<file path="src/rtl/rht_rollback_ctrl.sv">
// Rename History Table rollback controller.
// On a flush it walks the RHT from the current tail back to the flush point,
// youngest entry first, handing each undone (Ldst, Pdst) mapping to the
// RAT/free-list consumer over a valid/ready handshake. When the walk ends it
// pulses set_ptr so the RHT tail is reloaded with the flush point.
module rht_rollback_ctrl #(
  parameter  int RHT_DEPTH    = 128,
  parameter  int L_ADDR_WIDTH = 5,
  parameter  int P_ADDR_WIDTH = 8,
  localparam int IW           = $clog2(RHT_DEPTH)
) (
  input  logic                    clk,
  input  logic                    rst_n,
  // flush request and RHT pointers
  input  logic                    flush_req,
  input  logic [IW-1:0]           flush_ptr,
  input  logic [IW-1:0]           rht_tail,
  // RHT read port
  output logic [IW-1:0]           rd_id,
  input  logic [L_ADDR_WIDTH-1:0] rd_Ldst,
  input  logic [P_ADDR_WIDTH-1:0] rd_Pdst,
  // restore stream to RAT / free list
  output logic                    restore_valid,
  input  logic                    restore_ready,
  output logic [L_ADDR_WIDTH-1:0] restore_Ldst,
  output logic [P_ADDR_WIDTH-1:0] restore_Pdst,
  // tail reload
  output logic                    set_ptr,
  output logic [IW-1:0]           new_pointer,
  // status
  output logic                    busy,
  output logic [IW:0]             walk_count
);

  localparam logic [1:0] S_IDLE = 2'd0;
  localparam logic [1:0] S_WALK = 2'd1;
  localparam logic [1:0] S_DONE = 2'd2;

  // Highest valid RHT index; the walk wraps to it after index 0, which keeps
  // non-power-of-two depths correct.
  localparam logic [IW-1:0] LAST_IDX = IW'(RHT_DEPTH - 1);

  logic [1:0]    r_state;
  logic [1:0]    w_state_nxt;
  logic [IW-1:0] r_cur;        // oldest entry already undone (tail at start)
  logic [IW-1:0] w_cur_nxt;
  logic [IW-1:0] r_target;     // index to stop at, becomes the new tail
  logic [IW-1:0] w_target_nxt;
  logic [IW:0]   r_walk_count;
  logic [IW:0]   w_walk_count_nxt;

  logic [IW-1:0] w_eff_target; // target as seen this cycle, including a re-flush
  logic          w_stop_here;  // re-flush lands on cur: nothing left to undo
  logic          w_beat_fire;

  // Next entry to undo: one step older than cur, wrapping below zero.
  assign rd_id = (r_cur == '0) ? LAST_IDX : r_cur - IW'(1);

  assign w_eff_target = (r_state == S_WALK && flush_req) ? flush_ptr : r_target;
  // The current beat is withdrawn when a re-flush moves the target onto cur,
  // so the consumer never sees an entry that lies past the new flush point.
  assign w_stop_here  = (r_state == S_WALK) && flush_req && (flush_ptr == r_cur);

  assign restore_valid = (r_state == S_WALK) && !w_stop_here;
  assign restore_Ldst  = rd_Ldst;
  assign restore_Pdst  = rd_Pdst;
  assign w_beat_fire   = restore_valid && restore_ready;

  assign set_ptr     = (r_state == S_DONE);
  assign new_pointer = (r_state == S_DONE) ? r_target : '0;
  assign busy        = (r_state != S_IDLE);
  assign walk_count  = r_walk_count;

  // Next-state logic for the walk FSM and its datapath registers.
  always_comb begin
    // NOTE: every output of this block gets a default first so no path leaves
    // one unassigned; an unassigned path would infer a latch.
    w_state_nxt      = r_state;
    w_cur_nxt        = r_cur;
    w_target_nxt     = r_target;
    w_walk_count_nxt = r_walk_count;

    case (r_state)
      S_IDLE: begin
        if (flush_req) begin
          w_cur_nxt        = rht_tail;
          w_target_nxt     = flush_ptr;
          w_walk_count_nxt = '0;
          w_state_nxt      = (flush_ptr != rht_tail) ? S_WALK : S_DONE;
        end
      end

      S_WALK: begin
        w_target_nxt = w_eff_target;
        if (w_stop_here) begin
          w_state_nxt = S_DONE;
        end else if (w_beat_fire) begin
          w_cur_nxt        = rd_id;
          w_walk_count_nxt = r_walk_count + (IW+1)'(1);
          if (rd_id == w_eff_target) begin
            w_state_nxt = S_DONE;
          end
        end
      end

      S_DONE: begin
        // A flush arriving here is dropped; the pending set_ptr completes.
        w_state_nxt = S_IDLE;
      end

      default: begin
        w_state_nxt = S_IDLE;
      end
    endcase
  end

  // State registers; reset aborts any walk without a set_ptr pulse.
  always_ff @(posedge clk or negedge rst_n) begin
    // NOTE: sequential state uses non-blocking assignments so every register
    // samples the pre-edge values regardless of statement order.
    if (!rst_n) begin
      r_state      <= S_IDLE;
      r_cur        <= '0;
      r_target     <= '0;
      r_walk_count <= '0;
    end else begin
      r_state      <= w_state_nxt;
      r_cur        <= w_cur_nxt;
      r_target     <= w_target_nxt;
      r_walk_count <= w_walk_count_nxt;
    end
  end

endmodule

</file>
<file path="config.mk">
export PLATFORM = sky130hd
export DESIGN_NAME = rht_rollback_ctrl
export DESIGN_NICKNAME = d
export VERILOG_FILES = /design/src/rtl/rht_rollback_ctrl.sv
export SDC_FILE = /design/constraint.sdc
export NUM_CORES = 1
export LEC_CHECK = 0
export ABC_CLOCK_PERIOD_IN_PS = 3500
export CAP_MARGIN = 20
export CORE_MARGIN = 3
export CORE_UTILIZATION = 46
export CTS_BUF_LIST = sky130_fd_sc_hd__clkbuf_2
export CTS_CLUSTER_SIZE = 25
export DETAILED_ROUTE_END_ITERATION = 16
export PLACE_DENSITY = 0.85
export SLEW_MARGIN = 10
export SYNTH_ARGS = -nofsm -noshare
export SYNTH_HDL_FRONTEND = slang
export SYNTH_SLANG_ARGS = --single-unit
export TNS_END_PERCENT = 1
</file>
<file path="constraint.sdc">
create_clock -name clk -period 3.5 [get_ports clk]
set_clock_uncertainty 0.05 [all_clocks]
set_input_delay 0.7 -clock clk [delete_from_list [all_inputs] [get_ports clk]]
set_output_delay 0.7 -clock clk [all_outputs]
set_load 0.01 [all_outputs]
</file>
# Word level (Yosys, flattened, before mapping)
# Index checks and enable logic that the tools add are counted.
# classes
add_sub_neg,2
eq_ne,10
n_mux,19
n_reduce_logical,12
# ops
op,count
7-bit two-way mux,7
7-bit one-hot mux with 2 select lines,2
8-bit two-way mux,3
8-bit one-hot mux with 2 select lines,1
7-bit == test,2
2-bit two-way mux,5
"8-bit by 1-bit adder with 8-bit output, second input constant",1
7-bit logical NOT,1
7-bit inequality test,1
"7-bit by 1-bit subtractor with 7-bit output, second input constant",1
"2-bit inequality test, second input constant",3
1-bit logical AND,4
2-bit one-hot mux with 2 select lines,1
4-bit AND reduction,1
2-bit nonzero test,2
"3-bit by 2-bit inequality test with 1-bit output, second input constant",1
"3-bit inequality test, second input constant",1
3-bit AND reduction,1
"2-bit by 1-bit == test with 1-bit output, second input constant",1
"2-bit == test, second input constant",1
2-bit logical NOT,1
2-bit AND reduction,1
1-bit logical NOT,1
# word_totals
ff_bits,24
inputBits,31
out_inout_bits,38
elab_cells,47

# Logic depth before layout (Yosys ltp)
# Gate-level depths: netlist of the first run.
# depth
ltp_word,9
mapped_depth,9
ltp_nobuf,8

# Worst setup path before layout of the first run
# OpenSTA, ideal clock, no wires.
# synth_path
kind,register -> register
from,register r_cur[0]
to,register r_state[0]
setup_time_ns,0.131
arrival_time_ns,2.409
t_required_ns,3.319
path_slack_ns,0.910
stages_incl_launch_ff,9
path_buffers,0
period_less_slack_ns,2.590
path_cell_list,dfrtp_1 > inv_1 > ha_1 > or3b_4 > nor3_4 > o21ai_0 > o41ai_1 > o22ai_1 > or3_1
# synth_via
word_cells_on_any_way,14
classes_between,1 x add/sub; 4 x eq/ne; 3 x mux; 6 x reduce/logical
# synth_lines
element,line,source
from (decl),45,logic [IW-1:0] r_cur;
from (signal assigned),128,r_cur <= w_cur_nxt;
7-bit by 1-bit subtractor with 7-bit output or 7-bit logical NOT (tied branches),57,assign rd_id = (r_cur == '0) ? LAST_IDX : r_cur - IW'(1);
7-bit two-way mux (*),57,
net rd_id[6],19,"output logic [IW-1:0] rd_id,"
7-bit == test (*),100,if (rd_id == w_eff_target) begin
3-bit by 2-bit inequality test with 1-bit output (no source line) (*),-,
3-bit AND reduction (no source line) (*),-,
to (signal assigned),127,r_state <= w_state_nxt;
to (decl),43,logic [1:0] r_state;
# The timed path passes the listed nets; every way through them passes the cells marked *.
# A chain may end at the register's enable or synchronous reset.

# Worst setup path in the final report of the first run
# layout_path
from,register r_cur[1]
to,output port rd_id[5]
# layout_via
elab_chain_len,2
word_cells_on_any_way,3
classes_between,1 x add/sub; 1 x mux; 1 x reduce/logical
# layout_rtl
element,line
7-bit by 1-bit subtractor with 7-bit output or 7-bit logical NOT (tied branches),57
7-bit two-way mux (*),57
to (decl),19
# Every way passes the cells marked *; elsewhere a longest branch is shown, timed or not.

==> impl.org, run 1 <==
** Synth
- Post-synthesis instance area :: 0.00190 mm^2
- The top cell type by area accounts for 31.6% of the synthesized area.
- Synthesized netlist net count :: 242
- Top cell type by total area after synthesis :: dfrtp_1
- Fraction of synthesis flops using an asynchronous set or reset pin :: 100%
- Flip-flop cell with the highest count after synthesis :: dfrtp_1
- Yosys Warn Count :: 0
- Synthesized flop and latch total :: 24
- Gate count after technology mapping :: 208
- After synthesis, the mean cell area works out to 9.14 um^2.
- Leading post-synthesis cells by cell area :: dfrtp_1, xnor2_1, xor2_1
- Number of distinct library cell variants in the gate-level netlist after synthesis :: 48
- The most common cell in the synthesized netlist is dfrtp_1.
- Commonest cells post-synth :: dfrtp_1, nor2_1, xnor2_1
- Portion of the post-synthesis area used by sequential elements :: 31.6%
- Yosys mapped a number of flops with a built-in enable equal to 0.

** Setup path
- Setup slack on the worst reg-to-reg path comes out at 0.65 ns.
- Largest fanout of any net on the critical path :: 6
- The number of buffers and inverters on the critical path is 2.
- In this design, the largest share of critical-path delay is due to simple AND/OR/NAND/NOR gates.
- Worst setup path class :: flop to primary output
- Kind of capture point of the worst setup path :: primary output
- At the worst endpoint, the required time is 2.75 ns.
- The signal on the critical path passes through inv_1, ha_1, or4b_4, or2_4, nand2_1, clkdlybuf4s50_1.
- Critical path startpoint category :: flop
- Signal arrival time at the worst endpoint :: 2.66 ns
- The slowest stage of the critical path is the clkdlybuf4s50_1 cell.
- In this design, the stage delay of the slowest critical-path cell is 0.55 ns.

** Die
- Number of ports placed on the die boundary :: 69
- The initialized floorplan defines 22 standard-cell rows.
- Horizontal die dimension :: 70.3 um
- After floorplanning, the core was sized to cover 0.00383 mm^2.
- Height of the die :: 70.3 um
- The die covers 0.00494 mm^2.
- Starting utilization of the core area :: 49.7%

** Pwr
- In this run the static leakage power is 0.935 nW.
- Cell internal power was estimated by the tool at 0.759 mW.
- Part of the power in registers :: 34.9%
- Dividing total power by cell area gives a power density of 580 mW/mm^2.
- Relative contribution of the clock network to total power :: 8.7%
- Worst VDD drop :: 332 uV
- Switching share of power :: 42.9%
- In this run the power spent charging and discharging nets is 0.569 mW.
- Combinational share of power :: 56.4%

** Timing
- Rel. slew slack :: 54.1%
- Final critical delay including setup and external delays :: 3.41 ns
- Hold WS :: 0.493 ns
- The worst path uses 97.4% of the clock period.
- Derived from the worst setup path, the maximum achievable clock frequency is 293 MHz.
- The max-slew violation total from the final report came to 0.
- Number of setup violations in the final report :: 0
- Setup repair after global routing missed its margin :: false
- Tightest Pin Transition :: 0.681 ns
- The number of failing hold endpoints at the final stage was 0.
- Post-route worst setup slack :: 0.0911 ns
- Setup total negative slack on the finished layout was measured at 0 ns.

** Layout
- Diode insertion count for antenna repair :: 0
- Filler cell count :: 333
- The net count of the finished layout is 270.
- Cells with a size suffix above 1 make up 14.5% of the layout.
- Once layout is done, the placed cells without fillers occupy 0.00229 mm^2.
- Area growth, synth to finish :: 20.4%

** Detailed routing
- Detailed-routing iteration count for the pre-antenna-repair pass :: 4
- For this block, the via count after detailed routing is 1596.
- DRC errors left :: 0
- The final layout contains routed wiring with a total length of 4.75 mm.
- Final routed wire length divided by cell count :: 16.8 um
- For this block, the initial DRC count from the detailed router was 192.
- Using the TritonRoute via totals, the vias-per-cell ratio works out to 5.64.
- In this run the remaining antenna-violating nets after routing total 0.

** Global route
- Combined global-route utilization of all metal layers :: 19.7%
- The initial antenna violation count is 0.
- Entering global routing, the biggest net connects 25 pins.
- Wire length of the first global-routing pass :: 7.91 mm
- The number of global-route vias before repair was 1631.
- Global route overflow :: 0

** Place
- Routability-driven placement congestion ratio :: 0.948
- Timing analysis after detailed placement gives a worst setup slack of 0.208 ns.
- Post-DP Area :: 0.00224 mm^2
- Hpwl dp :: 3.61 mm
- Port bufs :: 42

** CTS
- The longest clock path from root to sink contains 2 buffers.
- CTS tree :: done
- The later pin in the worst-skew pair is clocked with a latency of 0.36 ns.
- Clock-pin slew was measured on the worst setup and hold paths at 0.25 ns.
- Clock root buffer :: clkbuf_2
- Clk sink count :: 24
- Counting the buffers created by CTS gives 3.
- CTS built an H-tree with a depth of 1.
- Number of buffers added to fix hold violations after cts :: 0

** Worst hold path
- The worst hold path belongs to the class flop to flop.

** Status
- Result of the run :: finished, final reports clean

** Run
- Max-capacitance violation count :: 0
==> placed cells by master, fill, tap and decap left out, types with 6 or more instances in the layout <==
| cell | count |
|---|---|
| dfrtp_1 | 24 |
| nand4_1 | 7 |
| inv_1 | 9 |
| nand2_1 | 10 |
| nor2_1 | 19 |
| and2_1 | 7 |
| xnor2_1 | 15 |
| o22ai_1 | 8 |
| mux2i_1 | 6 |
| xor2_1 | 12 |
| clkdlybuf4s50_1 | 40 |
| buf_4 | 6 |
| mux2_2 | 9 |
==> flip-flops by register name, indices dropped and copies added (netlist names) <==
name        cells
r_cur           7
walk_count      8
r_target        7
r_state         2
==> final cells by class <==
type                    instances  area, um^2  share of cell area, %
repair buffers                 48         467                   20.4
clock inverters                 1        3.75                  0.164
flip-flops and latches         24         601                   26.2
multi-input cells             150        1110                   48.4
inverters                       9        33.8                   1.48
well taps                      48        60.1                   2.62
clock buffers                   3        15.0                  0.656
==> power by group through the flow <==
stage	logic (mW)	registers (mW)	clock network [mW]
after floorplan	0.509	0.426	0
after global placement	0.711	0.462	0
after detailed placement	0.726	0.464	0
after CTS	0.748	0.460	0.115
after global routing	0.817	0.478	0.129
final	0.749	0.464	0.115
==> what timing repair did <==
action,CTS,global route
endpoints found under the setup margin,3,3
gates resized for setup,3,3
endpoints found under the hold margin,0,0
buffers inserted,2,0
pin swaps,1,0
==> routing by layer <==
layer | track usage, % | share of wire (%) | up-vias
met1 | 26.9 | 44 | 751
met3 | 4.89 | 7.5 | 12
li1 | - | - | 766
met2 | 31.1 | 46 | 67
met5 | 0 | 0 | -
met4 | 5.32 | 1.6 | 0
==> worst register-to-register path, stage by stage, from the launching register on <==
cell and delay (ns):
dfrtp_1 0.48, inv_1 0.15, ha_2 0.27, or3b_4 0.44
nor3_4 0.20, o21ai_0 0.15, o41ai_1 0.44, o22ai_1 0.18
or3_1 0.39
==> path summary, 6_finish.rpt <==
| path | startpoint | end | cells after the start |
|---|---|---|---|
| max | r_cur[1] | rd_id[5] | 6 |
| min | r_state[1] | r_state[1] | 1 |
| max reg2reg | r_cur[1] | r_state[0] | 8 |
| min reg2reg | r_state[1] | r_state[1] | 1 |
| max in group asynchronous | rst_n | r_state[0] | 2 |
| min in group asynchronous | rst_n | walk_count[3] | 2 |
==> logic make-up (layout without fill, tap and decap cells) <==
| kind of cell | count (synthesis) | after routing | synth area share [%] |
|---|---|---|---|
| AOI/OAI and AO/OA | 35 | 35 | 13.4 |
| and+or+nand+nor | 69 | 69 | 20.3 |
| buffers and inverters | 34 | 61 | 10.6 |
| muxes | 15 | 15 | 8.49 |
| DFF | 24 | 24 | 31.6 |
| adders and majority gates | 3 | 3 | 1.98 |
| xor gates and xnor gates | 28 | 28 | 13.6 |
==> metrics by stage <==
step / cells / power (mW) / utilization (%)
after floorplan: 208 / 0.935 / -
after global placement: 277 / 1.17 / 58.6
after detailed placement: 277 / 1.19 / 58.6
after CTS: 283 / 1.32 / 59.6
after global routing: 283 / 1.42 / 59.8
final: 283 / 1.33 / 59.8
(Power assumes the default switching activity.)
==> run 2, diff against run 1 <==
CTS_CLUSTER_DIAMETER = 100   (was not set)
CTS_CLUSTER_SIZE = 28   (was 25)
==> results of run 2 <==
No change in the layout: final DEF, timing and power equal those of run 1.
==> run 3, diff against run 2 <==
ABC_CLOCK_PERIOD_IN_PS = 3400   (was 3500)
REMOVE_ABC_BUFFERS = 1   (was not set)
clock period = 3.4 ns   (was 3.5 ns; I/O delays follow)
==> run 3 against run 2 <==
Against the previous run:
- first-iteration DRC count is 72% lower
- sequential cell count unchanged
- non-clock buffer count down 1
- register-to-register slack got worse by 0.03 ns
- die area is the same
- clock power fell by 5%
- largest cell class unchanged
- largest power group unchanged
==> impl.org, run 3 (synthesis gave the netlist of run 1 again) <==
** Status
- Result of the run :: finished, final reports clean

** Layout
- Flip-flop count of the largest register, all copies and words added :: 8
- Final #Nets :: 269
- Fraction of final layout cells sized beyond drive strength 1 :: 14.6%
- The number of antenna diodes in the final layout is 0.
- Final core occ :: 59.5%
- In the layout the commonest cells are clkdlybuf4s50_1, dfrtp_1, nor2_1, xnor2_1, xor2_1.
- From synthesis to final layout, the design area changed by 19.7%.
- Leading cell type in the layout, fill and taps excluded :: clkdlybuf4s50_1

** Run
- Max-capacitance violation count :: 0

** CTS
- H-tree levels :: 1
- Counting the buffers created by CTS gives 3.
- Maximum buffer depth of the clock tree :: 2
- The tree is rooted in a clkbuf_2.
- Number of buffers added to fix hold violations after cts :: 0
- In this run the post-CTS setup repair buffer count came out at 0.
- CTS tree :: done
- Later-pin clock latency in the skew report :: 0.34 ns
- After clock tree synthesis, the clock-pin slew on the worst setup and hold paths is 0.22 ns.
- Counting every sink on the clock net gives 24.

** Timing
- The worst path in the final design needs a cycle of 3.22 ns, including I/O delays and setup.
- Setup violations remaining at the end of the flow were counted as 0.
- Final count of hold timing violations :: 0
- Setup repair after global routing missed its margin :: false
- The max-slew violation total from the final report was 0.
- Achievable frequency :: 311 MHz
- Of the available clock period, the critical path in the final layout requires 94.7%.
- Setup total negative slack on the finished layout was measured at 0 ns.
- Rel. slew slack :: 72.0%
- For the pin with the worst max-slew slack, the measured transition is 0.416 ns.

** Worst hold path
- End point of the most critical hold path :: r_state[1]
- Tightest Hold Check Type :: flop to flop
- Along the worst hold path, the cell count comes to 1.
- Worst Hold Launch :: r_state[1]

** Setup path
- Of all nets on the critical path, the largest fanout is 5.
- For the worst setup path, the data required time is 2.67 ns.
- STA classifies the critical path startpoint as a flop.
- Kind of capture point of the worst setup path :: primary output
- Worst reg2reg endpoint :: r_state[0]
- The startpoint identified for the worst register-to-register timing path is r_cur[0].
- STA puts the critical path data arrival time at 2.49 ns.
- Setup slack on the worst reg-to-reg path comes out at 0.62 ns.
- Worst setup path class :: flop to primary output
- The worst register-to-register path has a depth of 8.

** Die
- The floorplan step set the die width to 70.3 um.
- For this design the top-level I/O count stands at 69.
- Total Die Area :: 0.00494 mm^2
- After floorplanning, the core was sized to cover 0.00383 mm^2.
- The floorplan has 22 rows.
- The initial utilization of the core area, before any placement, comes to 49.7%.
- The floorplan step set the die height to 70.3 um.

** Pwr
- Across the VDD grid, the largest voltage drop is 332 uV.
- Static Leakage :: 0.930 nW
- Total power density per cell area :: 584 mW/mm^2

** Place
- Routability-driven placement congestion ratio :: 0.871
- During placement, the flow inserted port buffers numbering 42.
- Detailed placement finished with a half-perimeter wire length of 3.60 mm.

** Global route
- In the global route stage, met3 resource usage came out at 5.32%.
- Combined global-route utilization of all metal layers :: 19.1%
- Global routing consumed, on the met2 layer, 30.6% of the routing resources.
- Via count of the first global-routing pass :: 1625
- Met1 Use GR :: 25.7%
- Antenna violations before repair :: 0
- The first global-routing pass estimated 7.67 mm of wire.
- Global route overflow :: 0
- GRT busiest layer :: met2
- Pin count of the biggest net entering global routing :: 25

** Detailed routing
- The first TritonRoute pass finished after 4 iterations.
- Summing over every cut layer, the via total after detailed routing is 1570.
- DRC errors left :: 0
- Final routed wire length divided by cell count :: 16.2 um
- In this run the remaining antenna-violating nets after routing total 0.
- After detailed routing, the number of vias per cell comes to 5.59.
- Initial DRC count :: 53
- Wires add up to 4.54 mm.
[run 3: cell count changes in the layout (fill, tap and decap cells not counted), sizes merged]
cell           before  now
clkinv              1    0
clkdlybuf4s50      40   38
buf                 6    5
dlymetal6s2s        1    3
[run 3: worst max path at each step]
stage	from	to	slack [ns]	cells after the start
after global placement	flush_ptr[5]	restore_valid	0.34	5
after detailed placement	flush_req	r_state[0]	0.24	7
after floorplan	r_cur[0]	r_state[0]	0.81	8
final	r_cur[0]	rd_id[3]	0.18	6
after global routing	r_cur[0]	rd_id[3]	0.04	6
after CTS	r_cur[0]	rd_id[6]	0.01	6
[run 3: repair_timing]
item | in CTS | in global routing
pin swaps | 1 | 0
gates resized for setup | 3 | 6
endpoints found under the setup margin | 3 | 4
[run 3: critical path, cell delays in order (launching register included)]
cell	delay, ns
dfrtp_2	0.49
inv_2	0.11
ha_1	0.18
or4b_4	0.53
a21boi_0	0.16
o31ai_1	0.36
dlygate4sd2_1	0.32
[run 3: area by class of cell]
type / instances / area, um^2
multi-input combinational: 150 / 1100
tap: 48 / 60.1
clock buffer: 3 / 15.0
timing repair buffer: 47 / 464
inverter: 9 / 33.8
sequential: 24 / 602
fill: 340 / 1550
[run 3: power by group]
part / switching [mW] / leakage, nW / internal, mW
registers: 0.105 / 0.277 / 0.364
clock network: 0.0851 / 0.0125 / 0.0240
logic: 0.369 / 0.640 / 0.382
[run 3: metrics by stage]
stage / hold WS (ns) / area (um^2) / cells / total power, mW / setup slack (ns)
floorplan: 0.334 / 1730 / 183 / 0.899 / 0.809
global placement: 0.455 / 2250 / 278 / 1.21 / 0.337
detailed placement: 0.460 / 2250 / 278 / 1.23 / 0.235
CTS: 0.487 / 2270 / 281 / 1.33 / 0.0138
global route: 0.505 / 2280 / 281 / 1.44 / 0.0428
finish: 0.490 / 2280 / 281 / 1.33 / 0.181
[run 3: layer usage]
layer | vias to the layer above | share of wire [%] | routed length (um)
met5 | - | 0 | 0
met4 | 0 | 0.79 | 36
met3 | 6 | 6.6 | 301
met2 | 59 | 46 | 2110
met1 | 738 | 46 | 2090
li1 | 767 | - | -
